$ cat src/rtl/calc_pkg.sv
// Shared op codes, FSM state encoding and sizing helper for the sequential calculator.
package calc_pkg;

   localparam logic [1:0] OP_ADD = 2'b00;
   localparam logic [1:0] OP_SUB = 2'b01;
   // Any op_sel with bit 1 set selects multiply; bit 0 is a don't-care.
   localparam logic [1:0] OP_MUL = 2'b10;

   localparam logic [1:0] IDLE = 2'd0;
   localparam logic [1:0] CALC = 2'd1;
   localparam logic [1:0] DONE = 2'd2;

   function automatic logic is_mul_op(input logic [1:0] op);
      return (op & OP_MUL) != 2'b00;
   endfunction

   // Bits needed for a counter that holds the values 0..w.
   function automatic int calc_cnt_width(input int w);
      return $clog2(w + 1);
   endfunction

endpackage

$ cat src/rtl/shift_add_mul_nbit.sv
// Iterative unsigned shift-add multiplier; one multiplier bit per clock, WIDTH steps.
module shift_add_mul_nbit
   import calc_pkg::*;
#(
   parameter int WIDTH = 4
) (
   input  logic               clk,
   input  logic               rst_n,
   input  logic               load,
   input  logic [WIDTH-1:0]   a,
   input  logic [WIDTH-1:0]   b,
   output logic               busy,
   output logic               fin,
   output logic [2*WIDTH-1:0] p
);

   localparam int CW = calc_cnt_width(WIDTH);

   logic [WIDTH-1:0]   a_q;
   logic [2*WIDTH-1:0] p_q;
   logic [CW-1:0]      cnt_q;
   logic [WIDTH:0]     upper;
   logic [2*WIDTH-1:0] p_step;

   // Low half of p_q holds the remaining multiplier bits; the upper half accumulates.
   always_comb begin
      upper  = {1'b0, p_q[2*WIDTH-1:WIDTH]} + (p_q[0] ? {1'b0, a_q} : '0);
      p_step = {upper, p_q[WIDTH-1:1]};
   end

   always_ff @(posedge clk or negedge rst_n) begin
      if (!rst_n) begin
         a_q   <= '0;
         p_q   <= '0;
         cnt_q <= '0;
      end else if (load) begin
         a_q   <= a;
         p_q   <= {{WIDTH{1'b0}}, b};
         cnt_q <= CW'(WIDTH);
      end else if (cnt_q != '0) begin
         p_q   <= p_step;
         cnt_q <= cnt_q - CW'(1);
      end
   end

   assign busy = (cnt_q != '0);
   // p is the product after this cycle's step, so it is final while fin is high.
   assign fin  = (cnt_q == CW'(1));
   assign p    = p_step;

endmodule

$ cat src/rtl/seq_calc_nbit.sv
// Clocked WIDTH-bit add/sub/multiply with start/done handshake.
// Optional zero-result flag enabled by defining SEQ_CALC_ZERO_FLAG_EN.
module seq_calc_nbit
   import calc_pkg::*;
#(
   parameter int WIDTH = 4
) (
   input  logic               clk,
   input  logic               rst_n,
   input  logic               start,
   input  logic [WIDTH-1:0]   x,
   input  logic [WIDTH-1:0]   y,
   input  logic [1:0]         op_sel,
   output logic               busy,
   output logic               done,
   output logic [2*WIDTH-1:0] result,
   output logic               overflow,
   output logic               carry_out
`ifdef SEQ_CALC_ZERO_FLAG_EN
   ,
   output logic               zero
`endif
);

   logic [1:0]         state, state_nxt;
   logic               accept, is_mul, mul_load, mul_fin;
   logic [WIDTH-1:0]   b_eff;
   logic               cin;
   logic [WIDTH:0]     addsub;
   logic               as_ovf;
   logic [2*WIDTH-1:0] mul_p;

   assign accept   = start && (state != CALC);
   assign is_mul   = is_mul_op(op_sel);
   assign mul_load = accept && is_mul;

   shift_add_mul_nbit #(
      .WIDTH (WIDTH)
   ) u_mul (
      .clk   (clk),
      .rst_n (rst_n),
      .load  (mul_load),
      .a     (x),
      .b     (y),
      .busy  (busy),
      .fin   (mul_fin),
      .p     (mul_p)
   );

   // Single adder; subtract is x + ~y + 1.
   always_comb begin
      b_eff = y;
      cin   = 1'b0;
      case (op_sel)
         OP_ADD:  ;
         OP_SUB: begin
            b_eff = ~y;
            cin   = 1'b1;
         end
         default: ;
      endcase
      addsub = {1'b0, x} + {1'b0, b_eff} + {{WIDTH{1'b0}}, cin};
      as_ovf = (x[WIDTH-1] == b_eff[WIDTH-1]) && (addsub[WIDTH-1] != x[WIDTH-1]);
   end

   always_comb begin
      state_nxt = state;
      case (state)
         IDLE, DONE: begin
            if (start) state_nxt = is_mul ? CALC : DONE;
            else       state_nxt = IDLE;
         end
         CALC:    if (mul_fin) state_nxt = DONE;
         default: state_nxt = IDLE;
      endcase
   end

   always_ff @(posedge clk or negedge rst_n) begin
      if (!rst_n) begin
         state     <= IDLE;
         result    <= '0;
         overflow  <= 1'b0;
         carry_out <= 1'b0;
      end else begin
         state <= state_nxt;
         if (accept && !is_mul) begin
            result    <= {{WIDTH{addsub[WIDTH-1]}}, addsub[WIDTH-1:0]};
            overflow  <= as_ovf;
            carry_out <= addsub[WIDTH];
         end else if (state == CALC && mul_fin) begin
            result    <= mul_p;
            overflow  <= 1'b0;
            carry_out <= 1'b0;
         end
      end
   end

`ifdef SEQ_CALC_ZERO_FLAG_EN
   // Add/sub judges only the WIDTH-bit sum, not the sign-extended result.
   always_ff @(posedge clk or negedge rst_n) begin
      if (!rst_n) begin
         zero <= 1'b0;
      end else if (accept && !is_mul) begin
         zero <= (addsub[WIDTH-1:0] == '0);
      end else if (state == CALC && mul_fin) begin
         zero <= (mul_p == '0);
      end
   end
`endif

   assign done = (state == DONE);

endmodule

$ cat config.mk
export PLATFORM = sky130hd
export DESIGN_NAME = seq_calc_nbit
export DESIGN_NICKNAME = d
export VERILOG_FILES = /design/src/rtl/calc_pkg.sv /design/src/rtl/shift_add_mul_nbit.sv /design/src/rtl/seq_calc_nbit.sv
export SDC_FILE = /design/constraint.sdc
export NUM_CORES = 1
export LEC_CHECK = 0
export ABC_CLOCK_PERIOD_IN_PS = 2500
export BUFFER_PORTS_ARGS = -buffer_cell sky130_fd_sc_hd__clkbuf_2
export CELL_PAD_IN_SITES_DETAIL_PLACEMENT = 1
export CELL_PAD_IN_SITES_GLOBAL_PLACEMENT = 1
export CORE_MARGIN = 1.5
export CORE_UTILIZATION = 45
export CTS_BUF_LIST = sky130_fd_sc_hd__clkbuf_4
export CTS_CLUSTER_DIAMETER = 50
export DETAILED_ROUTE_END_ITERATION = 16
export HOLD_SLACK_MARGIN = 0.12
export PLACE_DENSITY = 0.87
export SLEW_MARGIN = 40
export SYNTH_ARGS = -nofsm -noshare
export SYNTH_HDL_FRONTEND = slang
export SYNTH_SLANG_ARGS = --single-unit
$ cat constraint.sdc
create_clock -name clk -period 2.5 [get_ports clk]
set_clock_uncertainty 0.15 [all_clocks]
set_input_delay 0.5 -clock clk [delete_from_list [all_inputs] [get_ports clk]]
set_output_delay 0.5 -clock clk [all_outputs]
set_load 0.05 [all_outputs]
==> results of run 1 <==
power breakdown:
group | internal [mW] | total [mW] | switching, mW
Clock | 0.0603 | 0.201 | 0.141
Sequential | 0.642 | 0.787 | 0.146
Combinational | 0.394 | 1.18 | 0.789
Total | 1.10 | 2.17 | 1.08
what timing repair did:
item	4_1_cts	5_1_grt
hold buffers	1	0
hold endpoints to repair	27	0
gates resized for setup	0	0
critical path, cell delays in order:
cell      delay, ns
clkbuf_2       0.08
nand2b_1       0.19
xnor2_1        0.21
ha_1           0.31
a31o_1         0.22
a221oi_4       0.30
mux2i_1        0.24
buf_4          0.16
a31oi_1        0.05
layer usage:
layer	vias to the layer above	global-route usage	routed length [um]
li1	617	-	-
met2	20	0.442	2180
met1	651	0.261	1670
met4	0	0.0750	53
met5	-	0	0
met3	4	0.0163	63
cell families after synthesis:
kind of cell	count (synthesis)
AND/OR/NAND/NOR	60
AO/OA/AOI/OAI	35
flip-flops	27
buffers and inverters	14
adder cells (fa/ha/maj)	12
XOR/XNOR	9
multiplexers	7
cell usage after synthesis (all sizes together), types with 2 or more instances:
cell type and instances:
a21o 3, xor2 3, and2 4, a21oi 6, mux2i 7, inv 8, ha 10, nand3 2
clkbuf 2, nand2b 2, nand2 33, nor2b 4, nor2 10, xnor2 6, a211oi 3, a31oi 5
buf 4, fa 2, dfrtp 27, o21ai 13
sequential cells by signal (all words and copies together) (netlist names):
name	flops
u_mul.a_q	4
carry_out	1
u_mul.cnt_q	3
result	8
u_mul.p_q	8
overflow	1
state	2
final cells by class:
type	instances	area [sq um]
clock buffer	3	22.5
multi-input combinational	123	841
timing repair buffer	32	183
clock inverter	1	5.00
sequential	27	676
tap	46	57.6
fill	420	1520
inverter	8	30.0
worst paths after layout:
path,slack (ns),start,cells past startpoint,end
min in group asynchronous,0.56,rst_n,2,result[3]
min reg2reg,0.34,u_mul.a_q[3],2,u_mul.a_q[3]
max in group asynchronous,1.21,rst_n,2,u_mul.p_q[1]
max reg2reg,0.53,u_mul.p_q[0],7,result[5]
max,0.30,op_sel[1],9,result[6]
min,0.23,x[2],3,u_mul.a_q[2]
layout by cell type, fill, tap and decap left out, drive strengths merged:
| master | Yosys | routed |
|---|---|---|
| a21oi | 6 | 6 |
| dfrtp | 27 | 27 |
| nand2b | 2 | 2 |
| clkbuf | 2 | 27 |
| fa | 2 | 2 |
| and2 | 4 | 4 |
| a31o | 1 | 1 |
| a31oi | 5 | 5 |
| nand2 | 33 | 33 |
| ha | 10 | 10 |
| nand4bb | 1 | 1 |
| buf | 4 | 7 |
| and4bb | 1 | 1 |
| nand4 | 1 | 1 |
| nand3b | 1 | 1 |
| nor2 | 10 | 10 |
| o21ai | 13 | 13 |
| a21o | 3 | 3 |
| nor4bb | 1 | 1 |
| dlygate4sd3 | 0 | 1 |
| a221oi | 1 | 1 |
| o22ai | 1 | 1 |
| mux2i | 7 | 7 |
| a221o | 1 | 1 |
| o21a | 1 | 1 |
| clkinv | 0 | 1 |
| xor2 | 3 | 3 |
| a211oi | 3 | 3 |
| inv | 8 | 8 |
| xnor2 | 6 | 6 |
| nor2b | 4 | 4 |
| nand3 | 2 | 2 |
per-stage QoR:
step	hold WS (ns)	setup WS, ns	instance area [sq um]	power (mW)	instances
finish	0.226	0.296	1810	2.17	240
floorplan	0.0544	0.0838	1580	1.65	164
global route	0.230	0.203	1810	2.34	240
detailed placement	0.314	-0.106	1780	1.99	235
CTS	0.234	0.265	1810	2.19	240
global placement	0.308	0.0446	1780	1.90	235
==> metrics.csv, run 1 <==
stage,metric,value,unit
status,status,completed,
yosys,synth_top_area_frac,0.429,
yosys,syn_nets,189,
worst_setup_path,cp.required,2.57,ns
clocking,cts.htree.levels,1,
final_layout,drive_gt1_frac,0.196,
place,io_buffer_count,24,
clocking,clock_latency,0.34,ns
final_layout,antenna_cells,0,
sta,maxSlewViolCount,0,
worst_setup_path,critPathKind,primary input to flop,
sta,hold_violations,0,
routing,vias_per_cell,5.38,
floorplanning,rows,21,
yosys,synthAdderAreaFrac,0.105,
floorplanning,ios,25,
yosys,synthFlopType,dfrtp_1,
worst_setup_path,crit_arrival,2.28,ns
grt,gr-usage-all-layers,0.227,
yosys,synth_compound_area_frac,0.146,
yosys,synth_mux_area_frac,0.0444,
place,gp_congestion,0.736,
clocking,path_clk_slew,0.16,ns
yosys,synth_top_family_by_area,simple AND/OR/NAND/NOR gates,
sta,setup_viol,0,
grt,grt_pass1_wl,6930,um
yosys,synth_area,1580,sq um
min_path,hold_path.class,primary input to flop,
floorplanning,die_y,62.2,um
yosys,synthTopCellsByArea,"dfrtp_1, ha_1, nand2_1",
sta,tightest_slew,0.683,ns
yosys,synth_edf_count,0,
worst_setup_path,start_kind,primary input,
power,vdd_ir_drop_max,0.455,mV
sta,tns,0,ns
routing,drt_iter0_drc,61,
final_layout,utilization,0.544,
routing,finalWirelength,3970,um
power,leakage,0.927,nW
clocking,cts_inserted_buffers,3,
yosys,synthDistinctLibCells,31,
clocking,clockBufferDepth,2,
floorplanning,die_w,62.2,um
worst_setup_path,crit_fanout,5,
sta,rsz0062_at_grt,no,
yosys,synth-simple-area-share,0.188,
sta,slew_headroom,0.545,
routing,drc,0,
yosys,async_flop_share,1.00,
sta,fmax,454,MHz
yosys,synth_xor_area_frac,0.0500,
routing,drt_pass1_iterations,4,
yosys,yosysTopAreaCell,dfrtp_1,
power,p_per_area,1200,nW/um^2
clocking,cts_setup_buffers,0,
routing,ant_nets,0,
clocking,cts.sinks,27,
yosys,syn_area_per_cell,9.61,sq um
sta,period_share,0.882,
yosys,synthCells,164,
grt,first_global_vias,1434,
place,place_hpwl,3150,um
final_layout,synthToLayoutAreaGrowth,15.1,%
grt,grt_max_degree,28,
clocking,cts_root_buffer,clkbuf_4,
floorplanning,core_area,3340,sq um
floorplanning,fp.dieArea,3870,sq um
yosys,ys_seq_area_frac,0.429,
final_layout,nNetsFinal,220,
routing,drt-wirelength-per-cell,16.5,um
grt,antenna_found_initial,0,
clocking,cts_tree,yes,
yosys,ys_seq_elements,27,
grt,grt-ovfl-total,0,
yosys,synth_warnings,0,
sta,min_period,2.20,ns
routing,vias,1292,
flow_run,maxCapViolations,0,
floorplanning,start_util,0.472,
worst_setup_path,crit_path_end_kind,flop,
Power figures use the tool's default switching activity.
==> run 2: changes to the inputs <==
ABC_CLOCK_PERIOD_IN_PS = 2420   (was 2500)
clock period = 2.42 ns   (was 2.5 ns; I/O delays follow)
==> metrics.csv, run 2 (synthesis results as in run 1) <==
stage,metric,value,unit,change
floorplanning,core_area,3340,sq um,unchanged
place,gp_congestion,0.734,,-0.16%
final_layout,final_common_cell,nand2_1,,
clocking,clock_latency,0.32,ns,-0.02 ns
final_layout,final_area,1820,sq um,+0.55%
grt,first_global_vias,1440,,+0.42%
floorplanning,rows,21,,unchanged
worst_setup_path,crit_fanout,5,,unchanged
grt,antenna_found_initial,0,,unchanged
clocking,clockBufferDepth,2,,unchanged
flow_run,maxCapViolations,0,,unchanged
min_path,hold_path.class,primary input to flop,,
routing,drc,0,,unchanged
routing,vias_per_cell,5.24,,-2.7%
place,io_buffer_count,24,,unchanged
sta,tightest_slew,0.693,ns,+0.0106 ns
grt,grt_max_degree,28,,unchanged
sta,hold_violations,0,,unchanged
grt,grt_pass1_wl,6880,um,-0.69%
sta,period_share,0.887,,
worst_setup_path,crit_path_end_kind,flop,,
power,p_switching,1.09,mW,+1.4%
final_layout,drive_gt1_frac,0.200,,+0.00412
place,placed_area,1780,sq um,+0.42%
routing,ant_nets,0,,unchanged
final_layout,nFillCells,441,,+5.0%
place,place_hpwl,3160,um,+0.26%
power,p_sw_frac,0.487,,-0.00793
sta,tns,0,ns,unchanged
floorplanning,die_y,62.2,um,unchanged
grt,grt-ovfl-total,0,,unchanged
routing,finalWirelength,3870,um,-2.6%
clocking,path_clk_slew,0.15,ns,about the same
grt,gr-usage-all-layers,0.224,,-0.00237
floorplanning,start_util,0.472,,unchanged
final_layout,top_regs,"result: 8 flops, u_mul.p_q: 8 flops, u_mul.a_q: 4 flops",,
sta,maxSlewViolCount,0,,unchanged
routing,drt_pass1_iterations,4,,unchanged
worst_setup_path,start_kind,primary input,,
sta,hold_ws,0.220,ns,-0.00548 ns
clocking,cts_inserted_buffers,3,,unchanged
routing,drt-wirelength-per-cell,16.0,um,-3.0%
sta,min_period,2.15,ns,
power,vdd_ir_drop_max,0.477,mV,+4.7%
worst_setup_path,critPathKind,primary input to flop,,
sta,slew_headroom,0.538,,-0.00706
status,status,completed,,
power,p_int,1.15,mW,+4.7%
power,combPwrFrac,0.544,,about the same
power,p_per_area,1230,nW/um^2,+2.5%
clocking,cts.htree.levels,1,,unchanged
final_layout,final_cell_mix,"nand2_1, dfrtp_1, clkbuf_2",,
worst_setup_path,cp.required,2.48,ns,-0.09 ns
sta,setup_viol,0,,unchanged
routing,vias,1263,,-2.2%
final_layout,layout.cells.non_filler,241,,+0.42%
clocking,cts.sinks,27,,unchanged
worst_setup_path,crit_arrival,2.21,ns,-0.07 ns
place,placedCellCount,236,,+0.43%
final_layout,utilization,0.547,,+0.00300
clocking,cts_root_buffer,clkbuf_4,,
final_layout,antenna_cells,0,,unchanged
power,leakage,0.933,nW,+0.59%
sta,rsz0062_at_grt,no,,
floorplanning,fp.dieArea,3870,sq um,unchanged
final_layout,nNetsFinal,221,,+0.45%
power,p_clk_frac,0.095,,+0.002
routing,drt_iter0_drc,33,,-46%
power,sequentialPowerShare,0.361,,-0.002
floorplanning,ios,25,,unchanged
final_layout,synthToLayoutAreaGrowth,15.7,%,
sta,fmax,466,MHz,
clocking,cts_tree,yes,,
floorplanning,die_w,62.2,um,unchanged
[run 2: cell types whose count changed in the layout (fill, tap and decap cells not counted), sizes merged]
cell	delta
clkbuf	+1
clkinv	-1
buf	+1
[run 2: path summary, 6_finish.rpt]
kind	startpoint	cells after the start	slack, ns	endpoint
max	op_sel[1]	9	0.27	result[6]
max reg2reg	u_mul.p_q[0]	8	0.43	result[7]
min	x[2]	3	0.22	u_mul.a_q[2]
min reg2reg	u_mul.a_q[3]	2	0.34	u_mul.a_q[3]
max in group asynchronous	rst_n	2	1.12	u_mul.p_q[3]
min in group asynchronous	rst_n	2	0.56	u_mul.cnt_q[2]
[run 2: power groups by stage]
stage | registers [mW] | logic (mW) | clock network [mW]
global placement | 0.802 | 1.16 | 0
CTS | 0.811 | 1.23 | 0.217
global route | 0.841 | 1.34 | 0.243
floorplan | 1.06 | 0.643 | 0
detailed placement | 0.822 | 1.23 | 0
finish | 0.808 | 1.22 | 0.213
[run 2: layout make-up]
class | instances | area (sq um) | area share
repair buffers | 33 | 190 | 0.104
clock buffers | 4 | 30.0 | 0.0165
well taps | 46 | 57.6 | 0.0316
multi-input cells | 123 | 841 | 0.461
inverters | 8 | 30.0 | 0.0165
flip-flops and latches | 27 | 676 | 0.370
[run 2: what timing repair did]
item / CTS / global route
hold buffers: 1 / 0
resized for setup: 0 / 0
endpoints found under the hold margin: 27 / 0
setup buffers: 0 / 0
[run 2: worst max-delay path, stage by stage]
cell and delay [ns]:
clkbuf_2 0.09, nand2b_1 0.20, xnor2_1 0.22, ha_1 0.28, a31o_1 0.21, a221oi_4 0.29, mux2i_1 0.22, buf_4 0.15
a31oi_1 0.04
[run 2: routing by layer]
metal | wire [um] | up-vias | GRT usage
li1 | - | 616 | -
met1 | 1620 | 625 | 0.262
met2 | 2140 | 18 | 0.436
met3 | 53 | 4 | 0.0163
met4 | 48 | 0 | 0.0667
met5 | 0 | - | 0
[run 2: per-stage QoR]
step	power [mW]	worst slack [ns]
global route	2.42	0.188
finish	2.24	0.272
detailed placement	2.05	-0.108
CTS	2.26	0.254
global placement	1.97	0.0181
floorplan	1.70	0.0198
